File: src/rtl/stack_param_if.sv
// Command/result bus between a stack client and the stack_param LIFO.
// Latency: none, this is only a signal bundle.
// Backpressure: none; the client issues one command per cycle and reads results a cycle later.
interface stack_param_if #(
  parameter int WIDTH = 4,
  parameter int DEPTH = 5
);
  localparam int IW = $clog2(DEPTH);
  localparam int CW = $clog2(DEPTH + 1);

  logic [2:0]       command;
  logic [IW-1:0]    index;
  logic [WIDTH-1:0] data_in;
  logic [WIDTH-1:0] data_out;
  logic             out_valid;
  logic             err;
  logic [CW-1:0]    count;
  logic             empty;
  logic             full;

  // Command source side
  modport master (
    output command, index, data_in,
    input  data_out, out_valid, err, count, empty, full
  );

  // Stack side
  modport slave (
    input  command, index, data_in,
    output data_out, out_valid, err, count, empty, full
  );
endinterface

File: src/rtl/stack_param.sv
// Parametrised circular LIFO stack with push/pop/get/clear/replace and selectable overflow policy.
// Latency: 1 cycle from command edge to data_out/out_valid/err/count.
// Backpressure: none; illegal commands (pop empty, bad get, push full without overwrite) pulse err.
module stack_param #(
  parameter int WIDTH     = 4,
  parameter int DEPTH     = 5,
  parameter int OVERWRITE = 1
) (
  input  logic          clk,
  input  logic          rst_n,
  stack_param_if.slave  bus
);
  localparam int IW = $clog2(DEPTH);
  localparam int CW = $clog2(DEPTH + 1);

  localparam logic [2:0] CMD_PUSH    = 3'b001;
  localparam logic [2:0] CMD_POP     = 3'b010;
  localparam logic [2:0] CMD_GET     = 3'b011;
  localparam logic [2:0] CMD_CLEAR   = 3'b100;
  localparam logic [2:0] CMD_REPLACE = 3'b101;

  localparam logic [IW-1:0] TOP_MAX = IW'(DEPTH - 1);
  localparam logic [CW-1:0] CNT_MAX = CW'(DEPTH);
  localparam logic [IW:0]   DEP_X   = (IW + 1)'(DEPTH);

  logic [WIDTH-1:0] mem     [DEPTH];
  logic [WIDTH-1:0] mem_nxt [DEPTH];
  logic [IW-1:0]    top, top_nxt, top_inc, top_dec, get_addr;
  logic [IW:0]      get_sum;
  logic [CW-1:0]    count, count_nxt;
  logic [WIDTH-1:0] dout, dout_nxt;
  logic             vld, vld_nxt, err, err_nxt;
  logic             is_empty, is_full, idx_ok;

  assign is_empty = (count == '0);
  assign is_full  = (count == CNT_MAX);
  assign idx_ok   = (CW'(bus.index) < count);

  // Pointer neighbours and GET address, wrapped by explicit compare so any DEPTH works
  always_comb begin
    top_inc = (top == TOP_MAX) ? '0 : top + 1'b1;
    top_dec = (top == '0) ? TOP_MAX : top - 1'b1;
    get_sum = {1'b0, top} + DEP_X - {1'b0, bus.index};
    if (get_sum >= DEP_X) get_addr = IW'(get_sum - DEP_X);
    else                  get_addr = IW'(get_sum);
  end

  // Command decode: next storage, pointer, count and result strobes
  always_comb begin
    mem_nxt   = mem;
    top_nxt   = top;
    count_nxt = count;
    dout_nxt  = dout;
    vld_nxt   = 1'b0;
    err_nxt   = 1'b0;
    case (bus.command)
      CMD_PUSH: begin
        if (!is_full || OVERWRITE != 0) begin
          // When full with overwrite, advancing top lands on the oldest entry
          top_nxt          = top_inc;
          mem_nxt[top_inc] = bus.data_in;
          if (!is_full) count_nxt = count + 1'b1;
        end else begin
          err_nxt = 1'b1;
        end
      end
      CMD_POP: begin
        if (!is_empty) begin
          dout_nxt  = mem[top];
          vld_nxt   = 1'b1;
          top_nxt   = top_dec;
          count_nxt = count - 1'b1;
        end else begin
          err_nxt = 1'b1;
        end
      end
      CMD_GET: begin
        if (idx_ok) begin
          dout_nxt = mem[get_addr];
          vld_nxt  = 1'b1;
        end else begin
          err_nxt = 1'b1;
        end
      end
      CMD_CLEAR: begin
        top_nxt   = '0;
        count_nxt = '0;
      end
      CMD_REPLACE: begin
        if (!is_empty) begin
          dout_nxt      = mem[top];
          vld_nxt       = 1'b1;
          mem_nxt[top]  = bus.data_in;
        end else begin
          // Empty stack: behaves as a plain push, which can never overflow here
          top_nxt          = top_inc;
          mem_nxt[top_inc] = bus.data_in;
          count_nxt        = count + 1'b1;
        end
      end
      default: ;
    endcase
  end

  // State registers; reset clears storage and aborts the command in flight
  always_ff @(posedge clk or negedge rst_n) begin
    if (!rst_n) begin
      for (int i = 0; i < DEPTH; i++) mem[i] <= '0;
      top   <= '0;
      count <= '0;
      dout  <= '0;
      vld   <= 1'b0;
      err   <= 1'b0;
    end else begin
      mem   <= mem_nxt;
      top   <= top_nxt;
      count <= count_nxt;
      dout  <= dout_nxt;
      vld   <= vld_nxt;
      err   <= err_nxt;
    end
  end

  assign bus.data_out  = dout;
  assign bus.out_valid = vld;
  assign bus.err       = err;
  assign bus.count     = count;
  assign bus.empty     = is_empty;
  assign bus.full      = is_full;
endmodule
File: src/flat_wrapper.sv
// flat-port wrapper written by rule: the top's interface ports become plain ports
module stack_param_flat 
#(
  parameter int WIDTH     = 4,
  parameter int DEPTH     = 5,
  parameter int OVERWRITE = 1
)
  (clk, rst_n, bus_command, bus_index, bus_data_in, bus_data_out, bus_out_valid, bus_err, bus_count, bus_empty, bus_full);
  stack_param_if #(.WIDTH(WIDTH), .DEPTH(DEPTH)) bus_i ();
  input  logic clk;
  input  logic rst_n;
  input wire logic [$bits(bus_i.command)-1:0] bus_command;
  input wire logic [$bits(bus_i.index)-1:0] bus_index;
  input wire logic [$bits(bus_i.data_in)-1:0] bus_data_in;
  output wire logic [$bits(bus_i.data_out)-1:0] bus_data_out;
  output wire logic [$bits(bus_i.out_valid)-1:0] bus_out_valid;
  output wire logic [$bits(bus_i.err)-1:0] bus_err;
  output wire logic [$bits(bus_i.count)-1:0] bus_count;
  output wire logic [$bits(bus_i.empty)-1:0] bus_empty;
  output wire logic [$bits(bus_i.full)-1:0] bus_full;
  assign bus_i.command = bus_command;
  assign bus_i.index = bus_index;
  assign bus_i.data_in = bus_data_in;
  assign bus_data_out = bus_i.data_out;
  assign bus_out_valid = bus_i.out_valid;
  assign bus_err = bus_i.err;
  assign bus_count = bus_i.count;
  assign bus_empty = bus_i.empty;
  assign bus_full = bus_i.full;
  stack_param #(.WIDTH(WIDTH), .DEPTH(DEPTH), .OVERWRITE(OVERWRITE)) u_core (.clk(clk), .rst_n(rst_n), .bus(bus_i));
endmodule
File: config.mk
export PLATFORM = sky130hd
export DESIGN_NAME = stack_param_flat
export DESIGN_NICKNAME = d
export VERILOG_FILES = /design/src/rtl/stack_param_if.sv /design/src/rtl/stack_param.sv /design/src/flat_wrapper.sv
export SDC_FILE = /design/constraint.sdc
export NUM_CORES = 1
export LEC_CHECK = 0
export CORE_UTILIZATION = 53
export CTS_BUF_LIST = sky130_fd_sc_hd__clkbuf_2
export CTS_CLUSTER_SIZE = 20
export DETAILED_ROUTE_END_ITERATION = 16
export GPL_TIMING_DRIVEN = 0
export PLACE_DENSITY = 0.75
export SKIP_LAST_GASP = 1
export SLEW_MARGIN = 10
export SYNTH_ARGS = -nofsm -noshare
export SYNTH_HDL_FRONTEND = slang
export SYNTH_SLANG_ARGS = --single-unit
File: constraint.sdc
create_clock -name clk -period 3.7 [get_ports clk]
set_clock_uncertainty 0.15 [all_clocks]
set_input_delay 0.555 -clock clk [delete_from_list [all_inputs] [get_ports clk]]
set_output_delay 0.555 -clock clk [all_outputs]
set_load 0.005 [all_outputs]
### Word level (Yosys, flattened, before mapping)

Cells that the tools add are included.

| storage, ports and cells | value |
|---|---|
| register bits after elaboration | 32 |
| bits in latches | 0 |
| bits in writable memories | 0 |
| bits in read-only memories | 0 |
| input port bits | 12 |
| output and inout port bits | 11 |
| word-level logic and storage cells | 83 |
| memories kept | 0 |

| operators by class | value |
|---|---|
| add/sub/neg operators | 7 |
| multiply operators | 0 |
| div/mod/pow operators | 0 |
| magnitude comparators | 7 |
| equality and inequality tests | 12 |
| shift-type cells | 0 |
| multiplexer cells | 33 |
| bitwise gates (word level) | 3 |
| reduce and logical (&&, ||, !) cells | 11 |

Operators with widths:

| operator | number |
|---|---|
| 20-bit bitwise mux | 2 |
| 20-bit case mux with 2 select lines | 1 |
| 4-bit two-way mux | 8 |
| 4-bit binary-select mux with 3-bit select | 2 |
| 4-bit demux with 3-bit select | 2 |
| 3-bit two-way mux | 8 |
| 3-bit case mux with 4 select lines | 2 |
| 20-bit two-way mux | 1 |
| 3-bit == test, second input constant | 4 |
| 4-bit greater-or-equal comparator, second input constant | 3 |
| 3-bit inverter with 4-bit output | 3 |
| 4-bit by 1-bit < comparator with 1-bit output, second input constant | 2 |
| 2-bit inequality test, second input constant | 4 |
| 4-bit case mux with 2 select lines | 1 |
| 3-bit by 1-bit adder with 3-bit output, second input constant | 2 |
| 3-bit by 2-bit == test with 1-bit output, second input constant | 2 |
| 3-bit logical NOT | 2 |
| 3-bit AND reduction | 2 |
| 3-bit by 1-bit subtractor with 3-bit output, second input constant | 2 |
| 3-bit by 3-bit adder with 4-bit output, second input constant | 1 |
| 4-bit by 3-bit greater-or-equal comparator with 1-bit output, second input constant | 1 |
| 1-bit two-way mux | 4 |
| 1-bit case mux with 2 select lines | 2 |
| 4-bit AND reduction | 1 |
| other kinds (9) | 11 |

### Longest topological paths before layout

Gate-level depths: netlist (run 1).

| logic depth | value |
|---|---|
| depth after elaboration | 10 |
| mapped depth | 14 |
| gate-level depth less buffers | 12 |

### Least setup slack after synthesis (run 1)

No wires, ideal clock.

| timing | value |
|---|---|
| path type | reg2reg |
| start | register u_core.top[1] |
| end | register u_core.dout[0] (netlist: u_core.bus.data_out[0]) |
| arrival | 2.661 ns |
| path slack | 0.765 ns |
| cell stages (with the launch flop) | 15 |
| buffers on the path | 2 |
| clock period less this slack | 2.935 ns |
| cells stage by stage | dfrtp_1 -> buf_2 -> inv_1 -> ha_1 -> inv_1 -> ha_1 -> buf_4 -> inv_2 -> ha_1 -> nand2b_4 -> a21oi_4 -> mux2i_1 -> a221o_1 -> a221oi_2 -> nor2_1 |

| between the ends | value |
|---|---|
| longest elaborated chain between the ends | 10 |
| elaborated cells between the ends (all ways) | 16 |
| classes of those cells | 3 x add/sub; 1 x order compare; 10 x mux; 2 x bitwise |

RTL lines:

| element | line | text |
|---|---|---|
| start, declared | stack_param.sv:28 | `logic [IW-1:0] top, top_nxt, top_inc, top_dec, get_addr;` |
| start signal, assigned | stack_param.sv:116 | `top <= top_nxt;` |
| 3-bit by 3-bit adder with 4-bit output | stack_param.sv:43 | `get_sum = {1'b0, top} + DEP_X - {1'b0, bus.index};` |
| 4-bit by 3-bit subtractor with 4-bit output | stack_param.sv:43 |  |
| 4-bit by 3-bit greater-or-equal comparator with 1-bit output or 3-bit subtractor (tied branches) | stack_param.sv:44 | `if (get_sum >= DEP_X) get_addr = IW'(get_sum - DEP_X);` |
| 3-bit two-way mux | stack_param.sv:44 |  |
| 3-bit inverter with 4-bit output (implied by the code) | stack_param.sv:79 | `dout_nxt = mem[get_addr];` |
| 4-bit binary-select mux with 3-bit select | stack_param.sv:79 |  |
| 4-bit two-way mux (implied by the code) (2 in a row) | stack_param.sv:79 |  |
| 4-bit two-way mux | stack_param.sv:78 | `if (idx_ok) begin` |
| 4-bit case mux with 2 select lines (*) | stack_param.sv:56 | `case (bus.command)` |
| end signal, assigned | stack_param.sv:118 | `dout <= dout_nxt;` |
| end, declared | stack_param.sv:31 | `logic [WIDTH-1:0] dout, dout_nxt;` |

Mark *: on every way between the ends. The rest lies on a longest branch, timed or not. The select of a mux whose other input is x is not followed.
A chain may end at the register's enable or synchronous reset.

### Worst setup path in the final report (run 1)

| timing | value |
|---|---|
| start | register u_core.top[1] |
| end | register u_core.dout[1] (netlist: u_core.bus.data_out[1]) |

Same word-level chain as after synthesis.

==> flow_summary.ini, run 1 <==
[outcome]
status = complete, no violations

[sta]
period_minus_slack_ps = 3430
finalSetupViolCount = 0
tightest_slew_ps = 721
hold_viol_final = 0
hold_ws_ps = 14.8
rsz0062_at_grt = no
fin_crit_sh_pct = 92.8
final.setup.tns_ps = 0
relSlewSlack_pct = 51.9
fmax_ghz = 0.291
slew_violations = 0

[power_and_ir_drop]
switchingPower_mw = 1.12
power_density_mw_per_mm2 = 912
p_comb_share_pct = 62.5
leakagePower_nw = 1.21
ir_worst_vdd_v = 0.000405
seqPwrFrac_pct = 27.5
swShare_pct = 45.6
p_int_mw = 1.34
power.share.clock_pct = 10.0

[global_route]
grt-ovfl-total = 0
grt_first_pass_wirelength_um = 8640
grt_pass1_vias = 1773
antenna_found_initial = 0
grt_max_degree = 33
track_usage_pct = 25.8

[yosys]
synth.top_cells.by_area = dfrtp_1, mux2_1, ha_1
synth_commonest_cells = dfrtp_1, nor2_1, mux2_1
synthArstFlopShare_pct = 100
synth-seq-cells = 32
netlist_instances = 234
yosysMostFrequentCell = dfrtp_1
synth_edf_count = 0
avgSynthCellArea_um2 = 10.1
synth_top_cell_by_area = dfrtp_1
netlist_area_mm2 = 0.00235
yosysTopAreaCellShare_pct = 34.0
synthDistinctLibCells = 63
yosysWarningCount = 0
syn_nets = 260
synthFlopType = dfrtp_1
seq_area_frac_synth_pct = 34.0

[die]
start_util_pct = 56.8
dieArea_mm2 = 0.00471
ios = 23
fp-row-count = 23
core_mm2 = 0.00414
die_y_um = 68.6
die_x_um = 68.6

[worst_setup_path]
worstPathMaxFanout = 9
worstPathArrival_ps = 3590
r2r_end = u_core.bus.data_out[1]
slowest_delay_ps = 400
criticalPathCategory = flop to flop
cp-end-kind = flop
r2r_setup_slack_ps = 270
r2r_start = u_core.top[1]
critPathBufInv = 5
worstPathCellList = buf_2 -> inv_1 -> ha_1 -> inv_1 -> ha_1 -> buf_4 -> inv_2 -> ha_1 -> nand2b_4 -> a21oi_4 -> mux2i_1 -> nor2_1 -> a221oi_1 -> a21oi_1
cp_top_family = adder cells
path_common_cell = ha_1
crit_required_ps = 3850
reg2reg_depth = 14
slowest_stage = mux2i_1
crit_path_start_kind = flop

[drt]
vias = 1918
drtPass1Iterations = 4
wire_per_inst_um = 16.6
vias_per_cell = 6.13
ant_nets = 0
wl_um = 5210
route.detailed.drc = 0
drt_iter0_markers = 197

[final_layout]
n_antenna_cell = 0
area_growth_pct = 14.5
drive_above_1_share_pct = 18.6
num-nets-final = 288

[cts]
clk_latency_ps = 420
numCtsBuffers = 5
root_buffer = clkbuf_2
clock_path_buffers = 2
cts.sinks = 32
clk_pin_slew_ps = 180
cts_tree = done
htree_num_levels = 2

[place]
post-dp-hpwl_um = 3810
io_buffers = 21
routabilityCongestion = 0.901

[flow_run]
cap_violations = 0

[worst_hold_path]
hold_class = primary input to asynchronous set/reset pin
## cell families (layout without fill, tap and decap cells)
family	count (synthesis)	count (layout)	share of synthesized area (%)
and+or+nand+nor	73	73	18.1
AOI/OAI and AO/OA	52	52	16.2
muxes	37	37	18.5
buffers and inverters	24	53	4.31
adders and majority gates	14	14	8.08
DFF	32	32	34.0
xor gates and xnor gates	2	2	0.744
## cell type report
| type | count | area, um2 |
|---|---|---|
| Clock inverter | 3 | 42.5 |
| Sequential cell | 32 | 801 |
| Tap cell | 50 | 62.6 |
| Inverter | 16 | 61.3 |
| Fill cell | 340 | 1450 |
| Timing Repair Buffer | 21 | 205 |
| Multi-Input combinational cell | 178 | 1460 |
| Buffer | 8 | 41.3 |
| Clock buffer | 5 | 25.0 |
## layout by cell type (no fill, tap or decap), types with 2 or more instances in the layout
cell type,count
ha_1,12
nand2_1,15
o22ai_1,3
a21o_1,2
a211oi_1,3
inv_2,3
nor2_1,17
clkbuf_2,6
o21ai_2,2
a21oi_1,12
mux2_4,4
nand3_1,7
mux2_1,16
o221ai_1,3
inv_1,12
nand2_4,2
o21ai_1,3
clkinv_2,2
and3_1,6
o21ai_0,4
mux2i_1,15
a31oi_1,4
mux4_2,2
dfrtp_1,32
clkdlybuf4s50_1,20
nor2_2,4
fa_1,2
nand2b_1,4
buf_2,6
nor3_1,3
## worst reg2reg max path: cells and delay by family, from the launching register on
family          cells  cell delay [ps]
mux                 1              400
buf+inv             5              670
flops               1              390
simple gates        2              240
compound gates      3              670
fa+ha+maj           3              800
## sequential cells by signal, summed over array words and instances, names as in the netlist
register              flops
u_core.mem               20
u_core.bus.data_out       4
u_core.bus.count          3
u_core.top                3
u_core.bus.err            1
u_core.bus.out_valid      1
## power by group through the flow
stage | registers [mW] | logic [mW] | clock network [mW]
4_1_cts | 0.671 | 1.52 | 0.248
5_1_grt | 0.700 | 1.70 | 0.263
3_3_place_gp | 0.674 | 1.48 | 0
2_1_floorplan | 0.636 | 1.15 | 0
3_5_place_dp | 0.680 | 1.51 | 0
6_report | 0.675 | 1.54 | 0.246
## worst max-delay path by stage
stage / cells past startpoint / end / slack (ps) / startpoint
floorplan: 14 / u_core.bus.data_out[0] / 760 / u_core.top[1]
global placement: 10 / u_core.bus.data_out[1] / 30 / bus_index[1]
detailed placement: 10 / u_core.bus.data_out[1] / 9 / bus_index[1]
CTS: 10 / u_core.bus.data_out[1] / 130 / u_core.top[2]
global route: 14 / u_core.bus.data_out[2] / 10 / u_core.top[1]
finish: 14 / u_core.bus.data_out[1] / 270 / u_core.top[1]
## layer usage
layer | vias to the layer above | global-route usage (%) | part of all wire (%)
li1 | 910 | - | -
met1 | 940 | 34.7 | 47
met2 | 59 | 39.2 | 45
met3 | 9 | 6.91 | 5.6
met4 | 0 | 10.4 | 1.8
met5 | - | 0 | 0
## what timing repair did
item                                    CTS  global route
hold buffers                              0             0
endpoints found under the setup margin    0             4
gates resized for setup                   0             3
setup buffers                             0             0
## through the flow
stage	util (%)	cell area, um2	power [mW]	std cells	worst slack, ps
after detailed placement	63.3	2620	2.19	305	8.53
after global placement	63.4	2630	2.16	305	31.9
final	65.0	2690	2.46	313	268
after floorplan	-	2350	1.78	234	765
after CTS	64.9	2690	2.44	313	132
after global routing	65.0	2690	2.67	313	12.5
Power figures use the tool's default switching activity.
==> run 2, diff against run 1 <==
--- a/config.mk
+++ b/config.mk
@@ -11,6 +11,7 @@
 export DETAILED_ROUTE_END_ITERATION = 16
 export GPL_TIMING_DRIVEN = 0
 export PLACE_DENSITY = 0.75
+export SKIP_CTS_REPAIR_TIMING = 1
 export SKIP_LAST_GASP = 1
 export SLEW_MARGIN = 10
 export SYNTH_ARGS = -nofsm -noshare
==> results of run 2 <==
No change in the layout: final DEF, timing and power equal those of run 1.
==> RTL change, RTL diff (settings of run 2) <==
`WIDTH` is set to 4 in 3 places; all go to 5.
--- a/src/rtl/stack_param_if.sv
+++ b/src/rtl/stack_param_if.sv
@@ -4,3 +4,3 @@
 interface stack_param_if #(
-  parameter int WIDTH = 4,
+  parameter int WIDTH = 5,
   parameter int DEPTH = 5
--- a/src/rtl/stack_param.sv
+++ b/src/rtl/stack_param.sv
@@ -4,3 +4,3 @@
 module stack_param #(
-  parameter int WIDTH     = 4,
+  parameter int WIDTH     = 5,
   parameter int DEPTH     = 5,
--- a/src/flat_wrapper.sv
+++ b/src/flat_wrapper.sv
@@ -3,3 +3,3 @@
 #(
-  parameter int WIDTH     = 4,
+  parameter int WIDTH     = 5,
   parameter int DEPTH     = 5,
Interface: changed (resized bus_data_in and bus_data_out); port bits go from 23 to 25. No check against the original RTL was run, so the function may have changed too.
==> RTL change against run 2 <==
Worst setup slack got worse by 7.9 ps. Cell area rose by 14%. Clock power fell by 24%. Fmax fell by 0.23%. First-iteration DRC count fell by 40%. Area after synthesis rose by 13%. Largest cell class unchanged. Power rose by 12%. Sequential cell count rose by 6. Global-route usage rose by 0.54 points. Routed wire length rose by 21%. Sequential power rose by 20%.
==> RTL change: results (changes against run 2) <==
| Metric | Value |
|---|---|
| Run status | `complete, no violations` |
| Routed WL | `6.31 mm (+21%)` |
| Flop and latch count out of synthesis | `38 (+19%)` |
| Post-place instance area | `3000 µm² (+14%)` |
| Critical Path Max Stage Delay | `460 ps (+60 ps)` |
| Worst Path Max Fanout | `10 (+1)` |
| Per-cell via count in the routed design | `5.88 (-4.0%)` |
| Inverters, non-clock | `14 (-2)` |
| Count of distinct cell types in the synthesized netlist | `47 (-25%)` |
| Cell types occupying the most area after synthesis | `sky130_fd_sc_hd__dfrtp_1 36%, sky130_fd_sc_hd__mux2_2 14%, sky130_fd_sc_hd__ha_1 5.7%, sky130_fd_sc_hd__mux2i_1 5.7%, sky130_fd_sc_hd__nor2_1 4.0%` |
| Syn_area_per_cell | `9.82 µm² (-2.4%)` |
| Share of post-route cells with drive strength above 1 | `22.4% (+3.8 points)` |
| Nets | `329 (+14%)` |
| Total routed wire length on the met1 layer | `2.88 mm (+17%)` |
| Global-route wire length before repair | `10.5 mm (+21%)` |
| Clk cell area share | `1.35% (-1.2 points)` |
| Worst-case setup slack after placement | `-433 ps (-442 ps)` |
| Reg clk slew, reported paths | `200 ps (+20 ps)` |
| Multiplexer share of the synthesized area | `22.7% (+4.2 points)` |
| Final period utilization | `93.0% (+0.21 points)` |
| Clock latency on the worst-skew pair | `400 ps (-20 ps)` |
| Switching Power | `1260 µW (+12%)` |
| Largest net degree at the start of global routing | `23 (-30%)` |
| Worst supply voltage drop on vdd | `0.430 mV (+6.0%)` |
| Tightest Pin Transition | `805 ps (+84.0 ps)` |
-- RTL change: cell count changes in the layout (fill, tap and decap cells not counted), moves of 4 or more --
cell                      delta
sky130_fd_sc_hd__mux2_1     -16
sky130_fd_sc_hd__mux2_4      -4
sky130_fd_sc_hd__nor2_1     +11
sky130_fd_sc_hd__mux2_2     +34
sky130_fd_sc_hd__and3_1      -6
sky130_fd_sc_hd__dfrtp_1     +5
sky130_fd_sc_hd__o21ai_0    +14
sky130_fd_sc_hd__and2_1      +4
sky130_fd_sc_hd__nor2_2      -4
-- RTL change: worst max-delay path: cells and delay by family (launching register included) --
kind	cells	cell delay, ps
compound gates	3	570
simple gates	2	320
mux	1	440
flops	1	460
fa+ha+maj	3	910
buf+inv	4	520
-- RTL change: kinds of logic (layout without fill, tap and decap cells) --
family	Yosys count	count (layout)
AND/OR/NAND/NOR	82	82
AO/OA/AOI/OAI	58	58
multiplexers	52	52
flip-flops	38	38
buffers and inverters	24	57
adder cells (fa/ha/maj)	14	14
XOR/XNOR	2	2
-- RTL change: worst min-delay path by stage --
stage | start | endpoint | slack [ps] | cells after the start
2_1_floorplan | rst_n | u_core.bus.count[0]$_DFFE_PN0P_ | 110 | 0
3_3_place_gp | u_core.mem[15]$_DFFE_PN0P_ | u_core.mem[15]$_DFFE_PN0P_ | 370 | 1
3_5_place_dp | rst_n | u_core.bus.err$_DFF_PN0_ | 380 | 1
4_1_cts | rst_n | u_core.bus.err$_DFF_PN0_ | -90 | 1
5_1_grt | u_core.mem[16]$_DFFE_PN0P_ | u_core.mem[16]$_DFFE_PN0P_ | 430 | 1
6_report | u_core.mem[16]$_DFFE_PN0P_ | u_core.mem[16]$_DFFE_PN0P_ | 420 | 1
